===== config.mk =====
export PLATFORM = sky130hd
export DESIGN_NAME = cpu_sequencer
export DESIGN_NICKNAME = d
export VERILOG_FILES = /design/src/rtl/cpu_sequencer.sv
export SDC_FILE = /design/constraint.sdc
export NUM_CORES = 1
export LEC_CHECK = 0
export CAP_MARGIN = 20
export CORE_MARGIN = 10
export CORE_UTILIZATION = 30
export CTS_BUF_LIST = sky130_fd_sc_hd__clkbuf_4 sky130_fd_sc_hd__clkbuf_8
export DETAILED_ROUTE_END_ITERATION = 10
export GPL_TIMING_DRIVEN = 0
export PLACE_DENSITY = 0.56
export SYNTH_ARGS = -nofsm -noshare
export SYNTH_HDL_FRONTEND = slang
export SYNTH_SLANG_ARGS = --single-unit

===== constraint.sdc =====
create_clock -name clk -period 4.7 [get_ports clk]
set_input_delay 0.705 -clock clk [delete_from_list [all_inputs] [get_ports clk]]
set_output_delay 0.705 -clock clk [all_outputs]
set_load 0.05 [all_outputs]

===== src/rtl/cpu_sequencer.sv =====
// cpu_sequencer: multi-cycle FETCH/DECODE/EXEC/MEM/WB sequencer owning pc, ir and retire count
module cpu_sequencer #(
  parameter int PC_W = 16,
  parameter logic [PC_W-1:0] RESET_PC = '0,
  parameter logic [15:0] HALT_WORD = 16'hFFFF,
  parameter int MEM_TO = 15
) (
  input  logic            clk,
  input  logic            rst,
  input  logic            run,
  input  logic [15:0]     instruction,
  input  logic            jump,
  input  logic            branch,
  input  logic            memwrite,
  input  logic            memtoreg,
  input  logic            regwrite,
  input  logic            is_zero,
  input  logic [PC_W-1:0] target,
  input  logic            mem_ready,
  output logic [PC_W-1:0] pc,
  output logic [15:0]     ir,
  output logic            ir_load,
  output logic            reg_we,
  output logic            mem_we,
  output logic            mem_re,
  output logic [2:0]      state,
  output logic            halted,
  output logic            err,
  output logic [15:0]     retired
);
  typedef enum logic [2:0] {IDLE, FETCH, DECODE, EXEC, MEM, WB, HALT, ILL} state_t;
  localparam int CW = $clog2(MEM_TO + 1);
  state_t st;
  logic take, take_now, tk, adv;
  logic [CW-1:0] cnt;
  assign state = st;
  assign ir_load = st == FETCH;
  assign reg_we = st == WB;
  assign mem_we = (st == MEM) & memwrite & ~memtoreg;
  assign mem_re = (st == MEM) & memtoreg;
  assign halted = st == HALT;
  assign take_now = jump | (branch & is_zero);
  // the EXEC->FETCH path uses the live decode; later stages use the value latched in EXEC
  always_comb begin
    tk = st == EXEC ? take_now : take;
    adv = (st == EXEC & ~memwrite & ~memtoreg & ~regwrite) |
          (st == MEM & mem_ready & ~memtoreg) | (st == WB);
  end
  always_ff @(posedge clk) begin
    if (rst) begin
      st <= IDLE;
      pc <= RESET_PC;
      ir <= '0;
      retired <= '0;
      err <= 1'b0;
      take <= 1'b0;
      cnt <= '0;
    end else begin
      case (st)
        IDLE: if (run) st <= FETCH;
        FETCH: begin
          ir <= instruction;
          st <= DECODE;
        end
        DECODE: st <= ir == HALT_WORD ? HALT : EXEC;
        EXEC: begin
          take <= take_now;
          cnt <= '0;
          st <= (memwrite | memtoreg) ? MEM : regwrite ? WB : FETCH;
        end
        MEM:
          if (mem_ready) st <= memtoreg ? WB : FETCH;
          else if (cnt == CW'(MEM_TO - 1)) begin
            st <= HALT;
            err <= 1'b1;
          end else cnt <= cnt + 1'b1;
        WB: st <= FETCH;
        HALT: ;
        default: begin
          st <= HALT;
          err <= 1'b1;
        end
      endcase
      if (adv) begin
        pc <= tk ? target : pc + 1'b1;
        retired <= retired + 16'd1;
      end
    end
  end
endmodule

==> metrics.cfg, run 1 <==
[global_route]
grt_pass1_vias=3279
antenna_found_initial=0
overflow=0
grt.total_usage_pct=13.90
grt_pass1_wl_mm=16.72
grt_max_degree=11

[layout]
layout_commonest_cell=clkdlybuf4s50_1
antenna_cells=0
final_cell_mix=98 x clkdlybuf4s50_1, 57 x dfxtp_1, 50 x nand2_1, 38 x a21oi_1, 19 x nor2_1
nFillCells=1038
area_growth_syn_to_layout_pct=45.29
layout-drive-gt1-share_pct=10.12
nets=535

[drt]
drt-total-wl_mm=10.35
dr.pass1.iters=4
first_iter_violations=167
via_per_inst=5.208
drt-wirelength-per-cell_um=16.42
routed-via-count=3281
ant_nets=0
drcViolationCount=0

[hold_path]
min_from=ir[10]
holdPathEnd=ir[10]
hp-class=reg -> reg
hold_depth=2

[die]
die-height_um=122.0
core_area_mm2=0.01023
start_util_pct=30.51
rows=37
ios=99
design.die.area_mm2=0.01489
die_w_um=122.0

[yosys]
ys_warn_count=0
syn_nets=426
syn_inst=380
synth-seq-cells=57
syn_area_mm2=0.003122
ys_async_sr_fraction_pct=0
synth_edf_count=0
yosys.area_share.xor_xnor_pct=0.2806
synth.distinct_cells=60
synth_top_flop_cell=dfxtp_1
yosysSeqAreaShare_pct=36.55
synth-simple-area-share_pct=28.34
synth_top_family_by_area=simple AND/OR/NAND/NOR gates
synthMuxAreaShare_pct=7.375
synth-compound-area-share_pct=19.44
synth.avg_cell_area_um2=8.215
synth_fa_ha_area_share_pct=1.603

[pwr]
cellLeakagePower_nw=1.593
cellPowerDensity_mw_per_mm2=336.5
ir_worst_vdd_v=0.0001576

[setup_path]
path_max_fanout=10
critical_path_class=reg -> out
timing.rr.start=pc[0]
ff2ff_setup_slack_ns=2.63
rr_worst_depth=6
r2r-end=pc[14]
slowest_delay_ns=0.82
cp-end-kind=output port
worstSetupStartpointType=register
slowest_stage=clkdlybuf4s50_1
path_cells=inv_1 > or3_1 > buf_2 > inv_2 > buf_4 > clkdlybuf4s50_1
cp.required_ns=3.99
cp_data_arrival_time_ns=2.73
path_buf_inv=5
crit_family=buffers and inverters

[placement]
placement.io_buffers=98
dpl.hpwl_mm=7.936
place_ws_ns=1.643
place.gp.congestion=0.8455

[sta]
worst_pin_slew_ns=0.5899
fmax_mhz=290.9
rsz0062_at_grt=false
finalCritPeriodShare_pct=73.14
final.min_clock_period_ns=3.438
slew_headroom_pct=60.55
final_max_slew_viol_count=0
hold_viol=0
final.setup.tns_ns=0
skew_ns=0.01119
finalSetupViolations=0
setup_ws_ns=1.262

[flow_run]
maxCapViolCount=0

[clocking]
cts_tree=built
post_cts_buffers=0
cts-hold-fix-buffers=0
clk_pin_slew_worst_paths_ns=0.07
htree_num_levels=3
clock-sinks=57
cts_root_buf=clkbuf_8
clock_path_buffers=2
clock_latency_ns=0.34
cts.repair.resized=0
cts_buffers=9

[run_status]
status=finished clean

==> cell type report <==
class / instances / area (um2) / share of cell area, %
tap: 136 / 170.2 / 3.752
timing repair buffer: 98 / 980.9 / 21.63
sequential: 57 / 1141 / 25.16
buffer: 25 / 136.4 / 3.007
multi-input combinational: 281 / 1780 / 39.26
clock inverter: 4 / 97.59 / 2.152
clock buffer: 12 / 165.2 / 3.641
inverter: 17 / 63.81 / 1.407
==> how the worst max path moves through the flow <==
stage | start | endpoint | slack, ns | cells past startpoint
6_report | state[0] | ir_load | 1.26 | 6
5_1_grt | state[0] | ir_load | 1.10 | 6
4_1_cts | state[0] | ir_load | 1.26 | 6
3_5_place_dp | state[0] | ir_load | 1.64 | 6
3_3_place_gp | state[0] | ir_load | 1.64 | 6
2_1_floorplan | state[0] | ir_load | 2.16 | 5
==> through the flow <==
stage | power, mW | instances | area [um2] | hold slack, ns | utilization (%)
after floorplan | 0.7820 | 380 | 3122 | 0.4600 | -
after global placement | 0.9215 | 614 | 4273 | 0.4601 | 41.76
after detailed placement | 0.9229 | 614 | 4273 | 0.4692 | 41.76
after CTS | 1.538 | 630 | 4536 | 0.4802 | 44.33
after global routing | 1.588 | 630 | 4536 | 0.5008 | 44.33
final | 1.526 | 630 | 4536 | 0.4782 | 44.33
==> power breakdown <==
group          internal, mW  switching, mW  total [mW]  leakage, nW
sequential            0.510         0.0289       0.539        0.461
clock                 0.396          0.218       0.614        0.129
combinational         0.141          0.232       0.373         1.00
total                  1.05          0.479        1.53         1.59
==> synth_stat cells, types with 4 or more instances <==
master    number  share of area (%)
o21ai_0        8                1.3
nor2_1        19                2.3
mux2_2         9                3.2
nand2_1       50                6.0
buf_2          7                1.1
and4_1         7                2.0
nor4_1         8                1.6
a21o_1         4               0.96
buf_6          4                1.4
a21oi_1       38                6.1
nor3_1         7                1.1
and2_1         6                1.2
nand3_1       18                2.9
a31oi_1        6                1.2
mux2i_1       10                3.2
ha_1           4                1.6
or3_1          4               0.80
o32ai_1        7                2.0
o31ai_1        8                1.9
nor2b_1        8                1.6
nand4_1       14                2.8
or4_1          8                1.9
inv_1         15                1.8
clkbuf_1      13                1.6
dfxtp_1       57                 37
==> logic make-up after synthesis <==
group,after synthesis
AOI/OAI and AO/OA,91
xor gates and xnor gates,1
adders and majority gates,4
buffers and inverters,42
DFF,57
muxes,21
and+or+nand+nor,164
==> worst reg2reg max path: stages (launching register included) <==
cell      delay, ns
dfxtp_1        0.46
ha_1           0.24
and4_1         0.19
clkbuf_1       0.24
nand4_1        0.19
and3_1         0.22
o41a_1         0.41
==> flip-flops by register name, summed over array words and instances, names as in the netlist <==
register	flops
ir	16
pc	16
cnt	4
retired	16
take	1
err	1
state	3
==> per-layer routing <==
layer  GRT usage (%)  routed length, um
met2           21.13               4469
met3           6.198               1076
met5               0                  0
met1           16.78               4618
met4           5.589                183
Note: power is estimated with default switching activity, not from simulation.
==> run 2: changes to the inputs <==
--- a/config.mk
+++ b/config.mk
@@ -11,7 +11,7 @@
 export CTS_BUF_LIST = sky130_fd_sc_hd__clkbuf_4 sky130_fd_sc_hd__clkbuf_8
 export DETAILED_ROUTE_END_ITERATION = 10
 export GPL_TIMING_DRIVEN = 0
-export PLACE_DENSITY = 0.56
+export PLACE_DENSITY = 0.58
 export SYNTH_ARGS = -nofsm -noshare
 export SYNTH_HDL_FRONTEND = slang
 export SYNTH_SLANG_ARGS = --single-unit
==> constraint.sdc (replaced) <==
create_clock -name clk -period 2.85 [get_ports clk]
set_input_delay 0.4275 -clock clk [delete_from_list [all_inputs] [get_ports clk]]
set_output_delay 0.4275 -clock clk [all_outputs]
set_load 0.05 [all_outputs]
==> run 2 against run 1 <==
Register-to-register slack worse by 1.8 ns. Setup slack got worse by 1.1 ns. Clock power grew 56%. Final cell count stayed put. Final area is 0.28% lower. Count of clock-buffer cells in the layout decreased by 1. Non-clock buffer count unchanged. Clock skew rose by 0.0014 ns. Global-route usage fell by 0.17 points. Worst hold slack got worse by 0.0028 ns. Largest power group unchanged.
==> metrics.cfg, run 2 (synthesis gave the netlist of run 1 again) <==
[setup_path]
cp_data_arrival_time_ns=2.24  ; was 2.73 ns
slowest_delay_ns=0.83  ; was 0.82 ns
path_cells=clkbuf_1 > nand2_1 > nor2_1 > clkdlybuf4s50_1  ; was inv_1 > or3_1 > buf_2 > inv_2 > buf_4 > clkdlybuf4s50_1
worstSetupStartpointType=register  ; unchanged
cp-end-kind=output port  ; unchanged
cp.required_ns=2.42  ; was 3.99 ns
path_max_fanout=10  ; unchanged
slowest_stage=clkdlybuf4s50_1  ; unchanged
critical_path_class=reg -> out  ; unchanged

[placement]
dpl.hpwl_mm=7.772  ; was 7.936 mm
placement.io_buffers=98  ; unchanged
place.gp.congestion=0.9049  ; was 0.8455

[flow_run]
maxCapViolCount=0  ; unchanged

[sta]
rsz0062_at_grt=false  ; unchanged
slew_headroom_pct=62.55  ; was 60.55%
final.setup.tns_ns=0  ; unchanged
final_max_slew_viol_count=0  ; unchanged
finalSetupViolations=0  ; unchanged
worst_pin_slew_ns=0.5600  ; was 0.5899 ns
skew_ns=0.01256  ; was 0.01119 ns
hold_viol=0  ; unchanged
finalCritPeriodShare_pct=93.57
fmax_mhz=375.0
final.min_clock_period_ns=2.667

[run_status]
status=finished clean  ; unchanged

[layout]
fin_util_pct=44.21  ; was 44.33%
area_growth_syn_to_layout_pct=44.89  ; was 45.29%
antenna_cells=0  ; unchanged
nets=535  ; unchanged
final_cell_mix=97 x clkdlybuf4s50_1, 56 x dfxtp_1, 50 x nand2_1, 38 x a21oi_1, 19 x nor2_1  ; was 98 x clkdlybuf4s50_1, 57 x dfxtp_1, 50 x nand2_1, 38 x a21oi_1, 19 x nor2_1
nFillCells=1046  ; was 1038
layout-drive-gt1-share_pct=10.53  ; was 10.12%
layout_commonest_cell=clkdlybuf4s50_1  ; unchanged
reg_top3=ir x16, pc x16, retired x16  ; unchanged

[drt]
wl_met1_mm=4.451  ; was 4.618 mm
first_iter_violations=183  ; was 167
via_per_inst=5.160  ; was 5.208
routed-via-count=3251  ; was 3281
met3_wirelength_mm=1.134  ; was 1.076 mm
route.met2.wl_mm=4.480  ; was 4.469 mm
drcViolationCount=0  ; unchanged
ant_nets=0  ; unchanged
drt-total-wl_mm=10.15  ; was 10.35 mm
drt-wirelength-per-cell_um=16.11  ; was 16.42 um
dr.pass1.iters=5  ; was 4
top_layer=met4  ; unchanged

[clocking]
clk_pin_slew_worst_paths_ns=0.07  ; about the same
cts_root_buf=clkbuf_8  ; unchanged
post_cts_buffers=0  ; unchanged
clock_latency_ns=0.34  ; about the same
cts_buffers=9  ; unchanged
cts.repair.resized=3  ; was 0
clock_path_buffers=2  ; unchanged
cts-hold-fix-buffers=0  ; unchanged
clock-sinks=57  ; unchanged
htree_num_levels=3  ; unchanged
cts_tree=built  ; unchanged

[global_route]
grt.total_usage_pct=13.73  ; was 13.90%
grt_pass1_vias=3163  ; was 3279
antenna_found_initial=0  ; unchanged
grt_pass1_wl_mm=16.59  ; was 16.72 mm
overflow=0  ; unchanged
grt_max_degree=11  ; unchanged

[die]
die-height_um=122.0  ; unchanged
ios=99  ; unchanged
rows=37  ; unchanged
core_area_mm2=0.01023  ; unchanged
die_w_um=122.0  ; unchanged
start_util_pct=30.51  ; unchanged
design.die.area_mm2=0.01489  ; unchanged

[pwr]
cellPowerDensity_mw_per_mm2=542.9  ; was 336.5 mW/mm2
cellLeakagePower_nw=1.588  ; was 1.593 nW
ir_worst_vdd_v=0.0002992  ; was 0.0001576 V
totalPowerFinal_mw=2.455  ; was 1.526 mW

[hold_path]
hp-class=reg -> reg  ; unchanged

## run 2: cell types whose count changed in the layout (fill, tap and decap cells not counted), sizes merged
cell,previous run,this run
clkdlybuf4s50,98,97
clkdlybuf4s15,0,1
clkbuf,25,24
clkinv,1,2
## run 2: power breakdown
group	switching [mW]	internal, mW
Sequential	0.0467	0.843
Clock	0.342	0.613
Combinational	0.379	0.231
Total	0.768	1.69
## run 2: routing by layer
metal | track usage, % | vias to the layer above
met3 | 7.031 | 8
met5 | 0 | -
met1 | 16.63 | 1490
li1 | - | 1626
met2 | 21.23 | 127
met4 | 3.130 | 0
## run 2: final timing paths
kind / start / end / slack [ns] / depth (start not counted)
worst max-delay path: state[1] / halted / 0.18 / 4
worst min-delay path: ir[1] / ir[1] / 0.48 / 2
worst max register to register: pc[0] / pc[14] / 0.79 / 6
worst min register to register: ir[1] / ir[1] / 0.48 / 2
## run 2: area by class of cell
cell class / count / area [um2] / share of cell area, %
flip-flops and latches: 57 / 1142 / 25.26
clock inverters: 5 / 102.6 / 2.268
repair buffers: 98 / 982.2 / 21.72
clock buffers: 11 / 145.1 / 3.209
multi-input cells: 281 / 1780 / 39.36
well taps: 136 / 170.2 / 3.762
inverters: 17 / 63.81 / 1.411
plain buffers: 25 / 136.4 / 3.015
## run 2: metrics by stage
step	cells	setup slack, ns	area [um2]	hold WS, ns
after floorplan	380	0.5861	3122	0.4600
after global placement	614	0.04352	4273	0.4587
after detailed placement	614	0.05625	4273	0.4676
after CTS	630	0.1078	4522	0.4792
after global routing	630	0.04199	4523	0.4978
final	630	0.1833	4523	0.4753
## run 2: critical path: cells and delay by family (launching register included)
family / cells / cell delay, ns
buf+inv: 2 / 1.21
flops: 1 / 0.41
simple gates: 2 / 0.28
==> RTL change: new RTL, flow settings as in run 2 <==
Register the input `target` before use. The logic sees it one clock later. The other inputs are not delayed to match.
--- a/src/rtl/cpu_sequencer.sv
+++ b/src/rtl/cpu_sequencer.sv
@@ -31,4 +31,11 @@
   typedef enum logic [2:0] {IDLE, FETCH, DECODE, EXEC, MEM, WB, HALT, ILL} state_t;
   localparam int CW = $clog2(MEM_TO + 1);
+
+  logic [PC_W-1:0] target_q;
+
+  always_ff @(posedge clk) begin
+    target_q <= target;
+  end
+
   state_t st;
   logic take, take_now, tk, adv;
@@ -83,5 +90,5 @@
       endcase
       if (adv) begin
-        pc <= tk ? target : pc + 1'b1;
+        pc <= tk ? target_q : pc + 1'b1;
         retired <= retired + 16'd1;
       end
Function: changed (Yosys sat finds a counterexample within 10 cycles, from zero or initial values and one cycle with rst high).
==> RTL change against run 2 <==
- sequential cell count is 16 higher
- final area is 2.9% higher
- count of clock-buffer cells in the layout is 2 lower
- non-clock buffer count is 5 lower
- worst setup slack worse by 0.012 ns
- area after synthesis is 4.5% higher
- wire length is 2.1% lower
- critical path type unchanged
Power is not compared: it rests on default switching activity, and its combinational part moved more than twofold at a synthesized area within 25%.
==> RTL change: results (changes against run 2) <==
initial antenna violation count=0 (unchanged); number of placed instances, taps included=617 (was 614); average cell area after synthesis=8.58 um^2 (was 8.22 um^2); Mapped Nets=426 (unchanged); detailed-router iteration count before antenna repair=4 (was 5); clock slew at the register clock pins of the worst setup and hold paths=0.08 ns; Placed Area=4410 um^2 (was 4270 um^2); # port buffers=97 (was 98); GRT Util Overall=12.3% (was 13.7%); signal arrival time at the worst endpoint=2.25 ns; layout cell share with drive strength beyond 1=8.32% (was 10.5%); Met3 Routed Length=694 um (was 1130 um); leading post-synthesis cells by cell area=dfxtp_1, nand2_1, a21oi_1 (was dfxtp_1, a21oi_1, nand2_1); clock tree root buffer cell=clkbuf_8 (unchanged); run status=complete, no violations (unchanged); number of violations of the max-capacitance limit=0 (unchanged); worst vdd rail ir drop=0.000358 V; kind of path behind the tightest hold check=flop to flop (unchanged); count of cells along the worst hold path=2 (unchanged); sequential cell area fraction in the yosys report=44.8% (was 36.6%); Leak=1.59 nW; final-layout fill cell count=1,137 (was 1,046); routability congestion estimate from global placement=0.862 (was 0.905); synthesis warning total=0 (unchanged); top routing layer in use=met4 (unchanged); CTS Buffer Depth=2 (unchanged); global-route wire length before repair=16,100 um (was 16,600 um); count of antenna diodes in the layout=0 (unchanged); drt first-iter violations=233 (was 183); post-synthesis async set-or-reset flop share=0% (unchanged); wire length on met1=4640 um (was 4450 um); clock latency on the worst-skew pair=0.34 ns (about the same); Worst Reg-to-Reg Cells=6 (unchanged); detailed-routed wire length on met2=4480 um (about the same); worst clock skew on the final layout=0.0120 ns (was 0.0126 ns); number of non-filler instances in the completed layout=633 (was 630); switching power=1.39 mW; area of all placed cells without fillers=4650 um^2 (was 4520 um^2); floorplan die area=15,400 um^2 (was 14,900 um^2); number of buffers inserted during clock tree synthesis=9 (unchanged); detailed-placement wirelength estimate=7350 um (was 7770 um); H-tree levels=3 (unchanged); maximum number of pins on one net before global-route repair=15 (was 11); Post-synth top cells=dfxtp_1, nand2_1, a21oi_1 (unchanged); predominant post-synthesis flop cell=dfxtp_1 (unchanged); total setup buffers inserted after CTS=0 (unchanged); total number of vias=3,156 (was 3,251); number of max-slew violations in the final report=0 (unchanged); slew of the pin with the lowest slew margin=0.600 ns (was 0.560 ns); total wire length after detailed routing=9940 um (was 10,200 um); peak fanout along the critical path=10 (unchanged); final-stage net count=534 (was 535); post-synth cell types=57 (was 60)
==> RTL change: changes by cell type in the layout (fill, tap and decap cells not counted), sizes merged, moves of 6 or more <==
| cell | run 2 | this run |
|---|---|---|
| mux2 | 10 | 1 |
| o21ai | 8 | 15 |
| mux2i | 11 | 2 |
| xnor2 | 1 | 14 |
| nand3 | 18 | 12 |
| nor3 | 8 | 20 |
| clkbuf | 24 | 18 |
| nor2 | 19 | 29 |
| nor2b | 8 | 0 |
| dfxtp | 57 | 73 |
| o31ai | 8 | 1 |
| or4 | 8 | 1 |
| nand2 | 50 | 56 |
==> RTL change: stage by stage <==
step,total power [mW],setup slack [ns]
detailed placement,2.62,0.135
global placement,2.62,0.115
CTS,3.63,0.0161
finish,3.58,0.171
global route,3.78,0.00930
floorplan,2.15,0.685
==> RTL change: worst max-delay path, cell delays in order, from the launching register on <==
cell	delay (ns)
dfxtp_1	0.37
buf_4	0.19
nor3b_4	0.38
and2_1	0.18
clkdlybuf4s50_1	0.80
==> RTL change: cells by family (layout without fill, tap and decap cells) <==
family                     Yosys count  count (layout)  synth area share [%]
AOI/OAI and AO/OA                   86              86                  16.4
xor gates and xnor gates            16              16                  4.30
adders and majority gates            4               4                  1.53
buffers and inverters               30             143                  4.87
DFF                                 73              73                  44.8
muxes                                3               3                  1.19
and+or+nand+nor                    168             168                  26.9
==> RTL change: per-layer routing <==
layer	track usage (%)	vias up
li1	-	1569
met1	15.3	1476
met2	19.4	101
met3	3.79	10
met4	4.32	0
met5	0	-
==> RTL change: path summary, 6_finish.rpt <==
check               from      to  slack (ns)
min reg2reg  target_q[1]   pc[1]        0.46
max reg2reg     state[1]   pc[1]        0.96
min          target_q[1]   pc[1]        0.46
max             state[2]  mem_re        0.17
==> RTL change: power groups by stage <==
stage / registers, mW / clock network (mW) / logic [mW]
final: 1.24 / 1.00 / 1.34
after global placement: 1.26 / 0 / 1.36
after floorplan: 1.57 / 0 / 0.579
after CTS: 1.24 / 1.03 / 1.35
after detailed placement: 1.26 / 0 / 1.35
after global routing: 1.26 / 1.08 / 1.44
==> RTL change: final cells by class <==
class	count	area share (%)
Multi-Input combinational cell	277	35.3
Sequential cell	73	31.4
Timing Repair Buffer	97	20.8
Tap cell	140	3.76
Buffer	21	2.69
Clock buffer	9	2.66
Clock inverter	7	2.66
Inverter	9	0.726
==> RTL change: what timing repair did <==
item / CTS / global route
setup endpoints to repair: 1 / 2
pin swaps: 0 / 0
resized for setup: 1 / 3
